===== config.mk =====
export PLATFORM = sky130hd
export DESIGN_NAME = dma_bus_arbiter_flat
export DESIGN_NICKNAME = d
export VERILOG_FILES = /design/src/rtl/dma_bus_arbiter_if.sv /design/src/rtl/dma_bus_arbiter.sv /design/src/flat_wrapper.sv
export SDC_FILE = /design/constraint.sdc
export NUM_CORES = 1
export LEC_CHECK = 0
export ABC_AREA = 1
export CAP_MARGIN = 20
export CORE_UTILIZATION = 29
export DETAILED_ROUTE_END_ITERATION = 8
export PLACE_DENSITY = 0.91
export SYNTH_ARGS = -nofsm -noshare
export SYNTH_HDL_FRONTEND = slang
export SYNTH_SLANG_ARGS = --single-unit

===== constraint.sdc =====
create_clock -name clk -period 2.56 [get_ports clk]
set_input_delay 0.256 -clock clk [delete_from_list [all_inputs] [get_ports clk]]
set_output_delay 0.256 -clock clk [all_outputs]
set_load 0.02 [all_outputs]

===== src/rtl/dma_bus_arbiter_if.sv =====
// ---------------------------------------------------------------------------
// dma_bus_arbiter_if
//   Bundles every bus and handshake signal around dma_bus_arbiter: the CPU
//   memory port, the 8237-style DMA unit's HOLD/HLDA pair and master port,
//   the shared memory/IO bus toward the decode fabric, and the two status
//   outputs (dma_owner, bus_error).
//
//   Modports:
//     slave  - the arbiter's view (takes CPU/DMA requests, drives shared bus)
//     master - the surrounding system's view (CPU, DMA unit, memory fabric)
//
//   Parameter:
//     ADDR_W - word-address width; address buses are [ADDR_W:1]
// ---------------------------------------------------------------------------
interface dma_bus_arbiter_if #(
  parameter int ADDR_W = 19
);
  // CPU memory port
  logic [ADDR_W:1] cpu_m_addr;
  logic [15:0]     cpu_m_data_out;
  logic            cpu_m_access;
  logic            cpu_m_wr_en;
  logic [1:0]      cpu_m_bytesel;
  logic            cpu_m_ack;
  logic [15:0]     cpu_m_data_in;

  // DMA unit HOLD/HLDA and master port
  logic            dma_hold_req;
  logic            dma_hold_ack;
  logic [ADDR_W:1] dma_m_addr;
  logic [15:0]     dma_m_data_out;
  logic            dma_m_access;
  logic            dma_m_wr_en;
  logic [1:0]      dma_m_bytesel;
  logic            dma_m_ack;
  logic [15:0]     dma_m_data_in;

  // Shared memory/IO bus
  logic [ADDR_W:1] m_addr;
  logic [15:0]     m_data_out;
  logic            m_access;
  logic            m_wr_en;
  logic [1:0]      m_bytesel;
  logic            m_ack;
  logic [15:0]     m_data_in;

  // Status
  logic            dma_owner;
  logic            bus_error;

  modport slave (
    input  cpu_m_addr, cpu_m_data_out, cpu_m_access, cpu_m_wr_en, cpu_m_bytesel,
    output cpu_m_ack, cpu_m_data_in,
    input  dma_hold_req,
    output dma_hold_ack,
    input  dma_m_addr, dma_m_data_out, dma_m_access, dma_m_wr_en, dma_m_bytesel,
    output dma_m_ack, dma_m_data_in,
    output m_addr, m_data_out, m_access, m_wr_en, m_bytesel,
    input  m_ack, m_data_in,
    output dma_owner, bus_error
  );

  modport master (
    output cpu_m_addr, cpu_m_data_out, cpu_m_access, cpu_m_wr_en, cpu_m_bytesel,
    input  cpu_m_ack, cpu_m_data_in,
    output dma_hold_req,
    input  dma_hold_ack,
    output dma_m_addr, dma_m_data_out, dma_m_access, dma_m_wr_en, dma_m_bytesel,
    input  dma_m_ack, dma_m_data_in,
    input  m_addr, m_data_out, m_access, m_wr_en, m_bytesel,
    output m_ack, m_data_in,
    input  dma_owner, bus_error
  );
endinterface


===== src/rtl/dma_bus_arbiter.sv =====
// ---------------------------------------------------------------------------
// dma_bus_arbiter
//   Shares the single memory/IO bus between the CPU memory port and the
//   8237-style DMA unit. The DMA side is granted through a HOLD/HLDA
//   handshake only from IDLE (bus quiescent). DMA bursts are capped at
//   MAX_DMA_BURST acks per grant; when the cap forces a release while HOLD
//   is still asserted, a fairness flag gives the CPU the next grant.
//
//   Ports:
//     clk    - system clock
//     reset  - asynchronous, active-high reset (abandons any transfer, no ack)
//     bus    - dma_bus_arbiter_if.slave: CPU port, DMA HOLD/HLDA + master
//              port, shared bus, dma_owner and bus_error status
//
//   Parameters:
//     MAX_DMA_BURST - max consecutive DMA acks per grant (1..255)
//     ADDR_W        - word-address width; must match the interface
//
//   Build option:
//     DMA_ARB_WATCHDOG_EN - when defined, an 8-bit stall counter aborts a
//       transfer that sees no m_ack: bus_error pulses and the owner gets a
//       synthetic ack with data 16'hFFFF. When undefined, bus_error is tied
//       low and the arbiter waits indefinitely for m_ack.
// ---------------------------------------------------------------------------
module dma_bus_arbiter #(
  parameter int MAX_DMA_BURST = 4,
  parameter int ADDR_W        = 19
) (
  input  logic              clk,
  input  logic              reset,
  dma_bus_arbiter_if.slave  bus
);

  localparam logic [7:0] BURST_LIMIT = 8'(MAX_DMA_BURST);

  typedef enum logic [2:0] {
    S_IDLE        = 3'd0,
    S_CPU_XFER    = 3'd1,
    S_DMA_GRANT   = 3'd2,
    S_DMA_XFER    = 3'd3,
    S_DMA_RELEASE = 3'd4
  } state_t;

  state_t          state_q;
  logic [7:0]      burst_cnt_q;
  logic            fair_q;
  logic            hold_ack_q;
  logic            owner_q;

  // Effective completion: real m_ack or a watchdog abort.
  logic            timeout_s;
  logic            xfer_ack_s;
  logic [15:0]     xfer_data_s;
  logic            burst_done_s;

  // Shared-bus mux results and routed acks/data
  logic [ADDR_W:1] m_addr_s;
  logic [15:0]     m_data_out_s;
  logic            m_access_s;
  logic            m_wr_en_s;
  logic [1:0]      m_bytesel_s;
  logic            cpu_ack_s;
  logic [15:0]     cpu_data_s;
  logic            dma_ack_s;
  logic [15:0]     dma_data_s;

  assign xfer_ack_s   = bus.m_ack | timeout_s;
  assign xfer_data_s  = timeout_s ? 16'hFFFF : bus.m_data_in;
  // True on the ack that brings the burst count up to the limit.
  assign burst_done_s = ((burst_cnt_q + 8'd1) == BURST_LIMIT);

  // Arbitration FSM with registered HLDA, owner, burst counter and fairness flag.
  always_ff @(posedge clk or posedge reset) begin
    if (reset) begin
      state_q     <= S_IDLE;
      burst_cnt_q <= 8'd0;
      fair_q      <= 1'b0;
      hold_ack_q  <= 1'b0;
      owner_q     <= 1'b0;
    end else begin
      case (state_q)
        S_IDLE: begin
          if (bus.dma_hold_req && !fair_q) begin
            state_q <= S_DMA_GRANT;
            owner_q <= 1'b1;
          end else if (bus.cpu_m_access) begin
            state_q <= S_CPU_XFER;
            fair_q  <= 1'b0;
          end else if (bus.dma_hold_req) begin
            state_q <= S_DMA_GRANT;
            owner_q <= 1'b1;
          end else begin
            state_q <= S_IDLE;
          end
        end

        S_CPU_XFER: begin
          // One transfer per grant.
          if (xfer_ack_s) begin
            state_q <= S_IDLE;
          end else begin
            state_q <= S_CPU_XFER;
          end
        end

        S_DMA_GRANT: begin
          // HLDA rises leaving GRANT, so HOLD-to-HLDA is two cycles minimum.
          state_q     <= S_DMA_XFER;
          hold_ack_q  <= 1'b1;
          burst_cnt_q <= 8'd0;
        end

        S_DMA_XFER: begin
          if (xfer_ack_s) begin
            burst_cnt_q <= burst_cnt_q + 8'd1;
            if (burst_done_s) begin
              // Forced release; CPU gets priority if DMA still wants the bus.
              state_q    <= S_DMA_RELEASE;
              hold_ack_q <= 1'b0;
              owner_q    <= 1'b0;
              fair_q     <= bus.dma_hold_req;
            end else begin
              state_q <= S_DMA_XFER;
            end
          end else if (!bus.dma_hold_req && !bus.dma_m_access) begin
            // HOLD dropped with nothing in flight: release now. A pending
            // access keeps us here until its ack.
            state_q    <= S_DMA_RELEASE;
            hold_ack_q <= 1'b0;
            owner_q    <= 1'b0;
          end else begin
            state_q <= S_DMA_XFER;
          end
        end

        S_DMA_RELEASE: begin
          state_q <= S_IDLE;
        end

        default: begin
          state_q    <= S_IDLE;
          hold_ack_q <= 1'b0;
          owner_q    <= 1'b0;
        end
      endcase
    end
  end

  // Shared-bus mux selected by the registered state; acks/data go only to the owner.
  always_comb begin
    m_addr_s     = {ADDR_W{1'b0}};
    m_data_out_s = 16'h0000;
    m_access_s   = 1'b0;
    m_wr_en_s    = 1'b0;
    m_bytesel_s  = 2'b00;
    cpu_ack_s    = 1'b0;
    cpu_data_s   = 16'h0000;
    dma_ack_s    = 1'b0;
    dma_data_s   = 16'h0000;
    case (state_q)
      S_CPU_XFER: begin
        m_addr_s     = bus.cpu_m_addr;
        m_data_out_s = bus.cpu_m_data_out;
        m_access_s   = bus.cpu_m_access;
        m_wr_en_s    = bus.cpu_m_wr_en;
        m_bytesel_s  = bus.cpu_m_bytesel;
        cpu_ack_s    = xfer_ack_s;
        cpu_data_s   = xfer_data_s;
      end
      S_DMA_XFER: begin
        m_addr_s     = bus.dma_m_addr;
        m_data_out_s = bus.dma_m_data_out;
        m_access_s   = bus.dma_m_access;
        m_wr_en_s    = bus.dma_m_wr_en;
        m_bytesel_s  = bus.dma_m_bytesel;
        dma_ack_s    = xfer_ack_s;
        dma_data_s   = xfer_data_s;
      end
      default: begin
        // IDLE, GRANT and RELEASE keep the shared bus quiet and drop stray acks.
        m_addr_s     = {ADDR_W{1'b0}};
        m_data_out_s = 16'h0000;
        m_access_s   = 1'b0;
        m_wr_en_s    = 1'b0;
        m_bytesel_s  = 2'b00;
        cpu_ack_s    = 1'b0;
        cpu_data_s   = 16'h0000;
        dma_ack_s    = 1'b0;
        dma_data_s   = 16'h0000;
      end
    endcase
  end

`ifdef DMA_ARB_WATCHDOG_EN
  logic [7:0] wd_cnt_q;
  logic       stall_s;

  assign stall_s   = ((state_q == S_CPU_XFER) || (state_q == S_DMA_XFER)) &&
                     m_access_s && !bus.m_ack;
  // Abort fires on the stalled cycle that finds the counter saturated.
  assign timeout_s = stall_s && (wd_cnt_q == 8'd255);

  // Stall counter: counts stalled transfer cycles, clears on ack or abort.
  always_ff @(posedge clk or posedge reset) begin
    if (reset) begin
      wd_cnt_q <= 8'd0;
    end else if (stall_s && !timeout_s) begin
      wd_cnt_q <= wd_cnt_q + 8'd1;
    end else begin
      wd_cnt_q <= 8'd0;
    end
  end

  assign bus.bus_error = timeout_s;
`else
  assign timeout_s     = 1'b0;
  assign bus.bus_error = 1'b0;
`endif

  assign bus.m_addr        = m_addr_s;
  assign bus.m_data_out    = m_data_out_s;
  assign bus.m_access      = m_access_s;
  assign bus.m_wr_en       = m_wr_en_s;
  assign bus.m_bytesel     = m_bytesel_s;
  assign bus.cpu_m_ack     = cpu_ack_s;
  assign bus.cpu_m_data_in = cpu_data_s;
  assign bus.dma_m_ack     = dma_ack_s;
  assign bus.dma_m_data_in = dma_data_s;
  assign bus.dma_hold_ack  = hold_ack_q;
  assign bus.dma_owner     = owner_q;

endmodule


===== src/flat_wrapper.sv =====
// flat-port wrapper written by rule: the top's interface ports become plain ports
module dma_bus_arbiter_flat 
#(
  parameter int MAX_DMA_BURST = 4,
  parameter int ADDR_W        = 19
)
  (clk, reset, bus_cpu_m_addr, bus_cpu_m_data_out, bus_cpu_m_access, bus_cpu_m_wr_en, bus_cpu_m_bytesel, bus_cpu_m_ack, bus_cpu_m_data_in, bus_dma_hold_req, bus_dma_hold_ack, bus_dma_m_addr, bus_dma_m_data_out, bus_dma_m_access, bus_dma_m_wr_en, bus_dma_m_bytesel, bus_dma_m_ack, bus_dma_m_data_in, bus_m_addr, bus_m_data_out, bus_m_access, bus_m_wr_en, bus_m_bytesel, bus_m_ack, bus_m_data_in, bus_dma_owner, bus_bus_error);
  dma_bus_arbiter_if #(.ADDR_W(ADDR_W)) bus_i ();
  input  logic clk;
  input  logic reset;
  input wire logic [$bits(bus_i.cpu_m_addr)-1:0] bus_cpu_m_addr;
  input wire logic [$bits(bus_i.cpu_m_data_out)-1:0] bus_cpu_m_data_out;
  input wire logic [$bits(bus_i.cpu_m_access)-1:0] bus_cpu_m_access;
  input wire logic [$bits(bus_i.cpu_m_wr_en)-1:0] bus_cpu_m_wr_en;
  input wire logic [$bits(bus_i.cpu_m_bytesel)-1:0] bus_cpu_m_bytesel;
  output wire logic [$bits(bus_i.cpu_m_ack)-1:0] bus_cpu_m_ack;
  output wire logic [$bits(bus_i.cpu_m_data_in)-1:0] bus_cpu_m_data_in;
  input wire logic [$bits(bus_i.dma_hold_req)-1:0] bus_dma_hold_req;
  output wire logic [$bits(bus_i.dma_hold_ack)-1:0] bus_dma_hold_ack;
  input wire logic [$bits(bus_i.dma_m_addr)-1:0] bus_dma_m_addr;
  input wire logic [$bits(bus_i.dma_m_data_out)-1:0] bus_dma_m_data_out;
  input wire logic [$bits(bus_i.dma_m_access)-1:0] bus_dma_m_access;
  input wire logic [$bits(bus_i.dma_m_wr_en)-1:0] bus_dma_m_wr_en;
  input wire logic [$bits(bus_i.dma_m_bytesel)-1:0] bus_dma_m_bytesel;
  output wire logic [$bits(bus_i.dma_m_ack)-1:0] bus_dma_m_ack;
  output wire logic [$bits(bus_i.dma_m_data_in)-1:0] bus_dma_m_data_in;
  output wire logic [$bits(bus_i.m_addr)-1:0] bus_m_addr;
  output wire logic [$bits(bus_i.m_data_out)-1:0] bus_m_data_out;
  output wire logic [$bits(bus_i.m_access)-1:0] bus_m_access;
  output wire logic [$bits(bus_i.m_wr_en)-1:0] bus_m_wr_en;
  output wire logic [$bits(bus_i.m_bytesel)-1:0] bus_m_bytesel;
  input wire logic [$bits(bus_i.m_ack)-1:0] bus_m_ack;
  input wire logic [$bits(bus_i.m_data_in)-1:0] bus_m_data_in;
  output wire logic [$bits(bus_i.dma_owner)-1:0] bus_dma_owner;
  output wire logic [$bits(bus_i.bus_error)-1:0] bus_bus_error;
  assign bus_i.cpu_m_addr = bus_cpu_m_addr;
  assign bus_i.cpu_m_data_out = bus_cpu_m_data_out;
  assign bus_i.cpu_m_access = bus_cpu_m_access;
  assign bus_i.cpu_m_wr_en = bus_cpu_m_wr_en;
  assign bus_i.cpu_m_bytesel = bus_cpu_m_bytesel;
  assign bus_cpu_m_ack = bus_i.cpu_m_ack;
  assign bus_cpu_m_data_in = bus_i.cpu_m_data_in;
  assign bus_i.dma_hold_req = bus_dma_hold_req;
  assign bus_dma_hold_ack = bus_i.dma_hold_ack;
  assign bus_i.dma_m_addr = bus_dma_m_addr;
  assign bus_i.dma_m_data_out = bus_dma_m_data_out;
  assign bus_i.dma_m_access = bus_dma_m_access;
  assign bus_i.dma_m_wr_en = bus_dma_m_wr_en;
  assign bus_i.dma_m_bytesel = bus_dma_m_bytesel;
  assign bus_dma_m_ack = bus_i.dma_m_ack;
  assign bus_dma_m_data_in = bus_i.dma_m_data_in;
  assign bus_m_addr = bus_i.m_addr;
  assign bus_m_data_out = bus_i.m_data_out;
  assign bus_m_access = bus_i.m_access;
  assign bus_m_wr_en = bus_i.m_wr_en;
  assign bus_m_bytesel = bus_i.m_bytesel;
  assign bus_i.m_ack = bus_m_ack;
  assign bus_i.m_data_in = bus_m_data_in;
  assign bus_dma_owner = bus_i.dma_owner;
  assign bus_bus_error = bus_i.bus_error;
  dma_bus_arbiter #(.MAX_DMA_BURST(MAX_DMA_BURST), .ADDR_W(ADDR_W)) u_core (.clk(clk), .reset(reset), .bus(bus_i));
endmodule

======== Yosys cells after proc, flatten, opt, wreduce, memory -nomap -nowiden ========
Index checks and enable logic that the tools add are counted.
storage, ports and cells
  word-level logic and storage cells ...... 67
  output and inout bits ................... 76
  bits of input ports ..................... 98
  bits in registers ....................... 14
operators by class
  eq/ne operators ......................... 13
  $add $sub $neg .......................... 1
  reduce and logical (&&, ||, !) cells .... 14
  muxes and demuxes ....................... 32
  bitwise logic cells ..................... 2
operator list
  kind                                                             number
  19-bit case mux with 2 select lines                              1
  16-bit 2-to-1 mux                                                2
  16-bit case mux with 2 select lines                              1
  8-bit case mux with 2 select lines                               1
  3-bit 2-to-1 mux                                                 5
  1-bit 2-to-1 mux                                                 13
  3-bit by 2-bit != test with 1-bit output, second input constant  4
  3-bit case mux with 4 select lines                               1
  5-bit AND reduction                                              2
  8-bit by 1-bit adder with 8-bit output, second input constant    1
  8-bit by 3-bit == test with 1-bit output, second input constant  1
  8-bit 2-to-1 mux                                                 1
  3-bit by 2-bit == test with 1-bit output, second input constant  2
  2-bit != test, second input constant                             3
  1-bit case mux with 2 select lines                               3
  1-bit case mux with 3 select lines                               2
  3-bit OR reduction                                               2
  2-bit case mux with 2 select lines                               1
  2-bit nonzero test                                               2
  3-bit by 1-bit == test with 1-bit output, second input constant  1
  3-bit == test, second input constant                             1
  1-bit zero test                                                  3
  3-bit zero test                                                  1
  3-bit AND reduction                                              1
  other kinds (5)                                                  7

======== Logic depth before layout (Yosys ltp) ========
  depth after elaboration ................. 5
  gate-level depth with buffers ........... 11
  mapped depth without buffers ............ 11

======== Worst setup path before layout ========
OpenSTA, ideal clock, no wires.
  kind .................................... flip-flop to output port
  from .................................... register u_core.state_q[1]
  to ...................................... output bus_cpu_m_data_in[10]
  arrival time ............................ 1287 ps
  path buffers ............................ 2
  cell stages (with the launch flop) ...... 6
  required time ........................... 2304 ps
  slack ................................... 1017 ps
  cells stage by stage .................... dfrtp_1 nor2_1 nand2_1 buf_2 buf_2 nor2_1
between the ends
  word-level cells in the longest chain between the ends .. 2
RTL lines
  item                                      line                    text
  start, declared                           dma_bus_arbiter.sv:44   state_t state_q;
  start signal, assigned                    dma_bus_arbiter.sv:75   state_q <= S_IDLE;
  start signal, assigned                    dma_bus_arbiter.sv:84   state_q <= S_DMA_GRANT;
  start signal, assigned                    dma_bus_arbiter.sv:87   state_q <= S_CPU_XFER;
  3-bit by 1-bit == test with 1-bit output  dma_bus_arbiter.sv:160  case (state_q)
  16-bit 2-to-1 mux                         dma_bus_arbiter.sv:160
  end, declared                             flat_wrapper.sv:17      output wire logic [$bits(bus_i.cpu_m_data_in)-1:0] bus_cpu_m_data_in;
No other way between the ends.

======== Worst setup path in the final report ========
  from .................................... register u_core.state_q[1]
  to ...................................... output bus_m_data_out[4]
between the ends
  word-level cells in the longest chain between the ends .. 2
  elaborated cells on any way between the ends .. 3
  classes of those cells .................. eq/ne (2); mux (1)
RTL lines
  item                                                                                                         line                    text
  3-bit by 2-bit == test with 1-bit output / 3-bit by 1-bit == test with 1-bit output (equally long branches)  dma_bus_arbiter.sv:160
  16-bit case mux with 2 select lines (*)                                                                      dma_bus_arbiter.sv:160
  end, declared                                                                                                flat_wrapper.sv:28      output wire logic [$bits(bus_i.m_data_out)-1:0] bus_m_data_out;
Every way passes the cells marked *; elsewhere a longest branch is shown, timed or not.

==> metrics.cfg <==
[setup_path]
worstSetupPathType=reg2out
arrival_ns=2.16
required_ns=2.30
crit_path_end_kind=output pin
crit_path_start=u_core.state_q[1]
critPathMaxFanout=34
start_kind=flip-flop
r2r-start=u_core.burst_cnt_q[1]

[pwr]
ir_drop_mv=0.6178
seq_power_share_pct=10.1
totalPowerFinal_mw=3.232
cellInternalPower_mw=1.664
swShare_pct=48.49
p_leak_nw=1.431
comb_power_share_pct=84.3
powerDensity_nw_per_um2=972.8
clkPwrFrac_pct=5.7
switchingPower_mw=1.567

[clocking]
cts_setup_buffers=0
cts_hold_buf=0
clk_pin_slew_worst_paths_ns=0.06
post_cts_resized=0
cts_num_sinks=14
htree_levels=1
cts_made_buffers=3
cts_root_buf=clkbuf_8
clkLatencyLatePin_ns=0.25
cts.path.max_buffers=2
cts_tree=done

[timing]
slew_headroom_pct=61.47
tightest_slew_ns=0.5773
fin_skew_ns=0.002445
slew_viol_final=0
finalCriticalPeriod_ns=2.414
timing.final.crit_share_pct=94.29
finalSetupViolCount=0
hold_violations=0
finalSetupTns_ns=0
max_freq_mhz=414.3
rsz0062_at_grt=no

[global_route]
antenna_found_initial=1
grt_max_degree=35
grt_overflow=0
grt_pass1_vias=2045
grt_pass1_wl_mm=10.26
grt_util_all_layers_pct=25.13

[placed_design]
io_buffers=172
place.gp.congestion=0.8753
dpl.cell_count=452
placed_area_sq_um=3281
hpwl_mm=5.869

[final_layout]
nFillCells=400
syn_to_final_growth_pct=124.8
nNetsFinal=489
final_core_util_pct=68.96
fin_area_sq_um=3322
final_cells=455
drive_gt1_share_pct=7.474
antennaDiodeCount=0

[drt]
wl_per_cell_um=15.69
first_pass_iters=5
drt-initial-drc-count=82
wl_mm=7.140
postRouteAntennaNets=0
via_per_inst=4.690
drc_errors=0
vias=2134

[floorplanning]
core_region_area_sq_um=4817
chipHeight_um=73.38
chipWidth_um=73.38
ios=174
start_util_pct=30.68
num_rows=25
die_area_sq_um=5385

[min_path]
hold_path_class=in2async

[synth]
ys_types=27
synth_nets=320
syn_inst=221
synth_area_sq_um=1478
seq_area_frac_synth_pct=23.71
synth.avg_cell_area_sq_um=6.686
synth_seq_cells=14
yosysWarnings=0

[outcome]
status=completed

[job]
maxCapViolCount=0

[worst paths after layout]
kind,end,slack [ns],cells past startpoint
max in group asynchronous,u_core.burst_cnt_q[7],1.82,2
hold reg to reg,u_core.bus.dma_hold_ack,0.50,2
hold / removal,u_core.burst_cnt_q[0],0.36,2
min in group clk,u_core.bus.dma_hold_ack,0.50,2
setup / recovery,bus_m_data_out[4],0.15,6
setup reg to reg,u_core.state_q[1],0.94,10
[area by class of cell]
type	count	area, sq um	share of cell area [%]
well taps	67	83.83	2.524
repair buffers	177	1784	53.71
multi-input cells	158	927.1	27.91
inverters	36	135.1	4.068
clock buffers	3	41.29	1.243
flip-flops and latches	14	350.3	10.55
[metrics by stage]
step	hold WS [ns]	setup WS (ns)
4_1_cts	0.3768	0.1845
3_5_place_dp	0.4775	0.4674
2_1_floorplan	0.1452	1.017
5_1_grt	0.4201	0.06126
3_3_place_gp	0.4584	0.4747
6_report	0.3641	0.1462
[power groups by stage]
stage / logic, mW / clock network, mW / registers, mW
2_1_floorplan: 1.45 / 0 / 0.337
3_3_place_gp: 2.68 / 0 / 0.323
3_5_place_dp: 2.70 / 0 / 0.328
4_1_cts: 2.72 / 0.187 / 0.325
5_1_grt: 2.90 / 0.196 / 0.335
6_report: 2.72 / 0.184 / 0.325
[synth_stat cells]
cell type / count / area (sq um)
xnor2_1: 1 / 8.760
nand3_1: 7 / 35.03
nand2_2: 3 / 18.77
o21a_1: 1 / 7.510
nor2_1: 40 / 150.1
buf_4: 3 / 22.52
a22o_1: 38 / 332.8
o21ai_1: 8 / 40.04
nand4_1: 2 / 12.51
dfrtp_1: 14 / 350.3
or2_1: 1 / 6.260
nor2_2: 4 / 25.02
nand2_1: 34 / 127.6
clkbuf_1: 5 / 18.77
o21ai_0: 3 / 15.01
xor2_1: 2 / 17.52
nor2_4: 3 / 33.78
o22ai_1: 3 / 18.77
ha_1: 1 / 12.51
buf_2: 4 / 20.02
inv_2: 5 / 18.77
inv_1: 31 / 116.4
o21ai_2: 1 / 8.760
buf_1: 1 / 3.750
nand2_4: 2 / 22.52
conb_1: 1 / 3.750
nand3_2: 3 / 30.03
[layer usage]
metal	routed length (um)	global-route usage (%)
met2	3400	42.08
met1	2916	31.91
met5	0	0
met3	735	7.133
met4	88	5.983
[registers in the layout (all words and copies together) (netlist names)]
| register | flops |
|---|---|
| u_core.burst_cnt_q | 8 |
| u_core.bus.dma_hold_ack | 1 |
| u_core.bus.dma_owner | 1 |
| u_core.fair_q | 1 |
| u_core.state_q | 3 |
[cell usage in the layout (no fill, tap or decap), types with 3 or more instances in the layout]
cell type / Yosys / final
inv_2: 5 / 5
inv_1: 31 / 31
o21ai_1: 8 / 8
o22ai_1: 3 / 3
nor2_4: 3 / 3
clkbuf_8: 0 / 3
nand2_1: 34 / 34
a22o_1: 38 / 38
nor2_2: 4 / 4
nor2_1: 40 / 40
buf_4: 3 / 3
nand3_2: 3 / 3
clkdlybuf4s50_1: 0 / 172
nand2_2: 3 / 3
o21ai_0: 3 / 3
dfrtp_1: 14 / 14
nand3_1: 7 / 7
[worst max-delay path, cell delays in order (launching register included)]
cell,delay [ns]
dfrtp_1,0.41
nor2_1,0.20
nand2_1,0.12
inv_2,0.14
buf_12,0.20
a22o_1,0.20
clkdlybuf4s50_1,0.63
[logic make-up after synthesis]
| group | after synthesis | synth area share, % |
|---|---|---|
| and+or+nand+nor | 99 | 31.24 |
| other | 1 | 0.2538 |
| adders and majority gates | 1 | 0.8466 |
| xor gates and xnor gates | 3 | 1.778 |
| DFF | 14 | 23.71 |
| buffers and inverters | 49 | 13.55 |
| AOI/OAI and AO/OA | 54 | 28.62 |
Power figures use the tool's default switching activity.
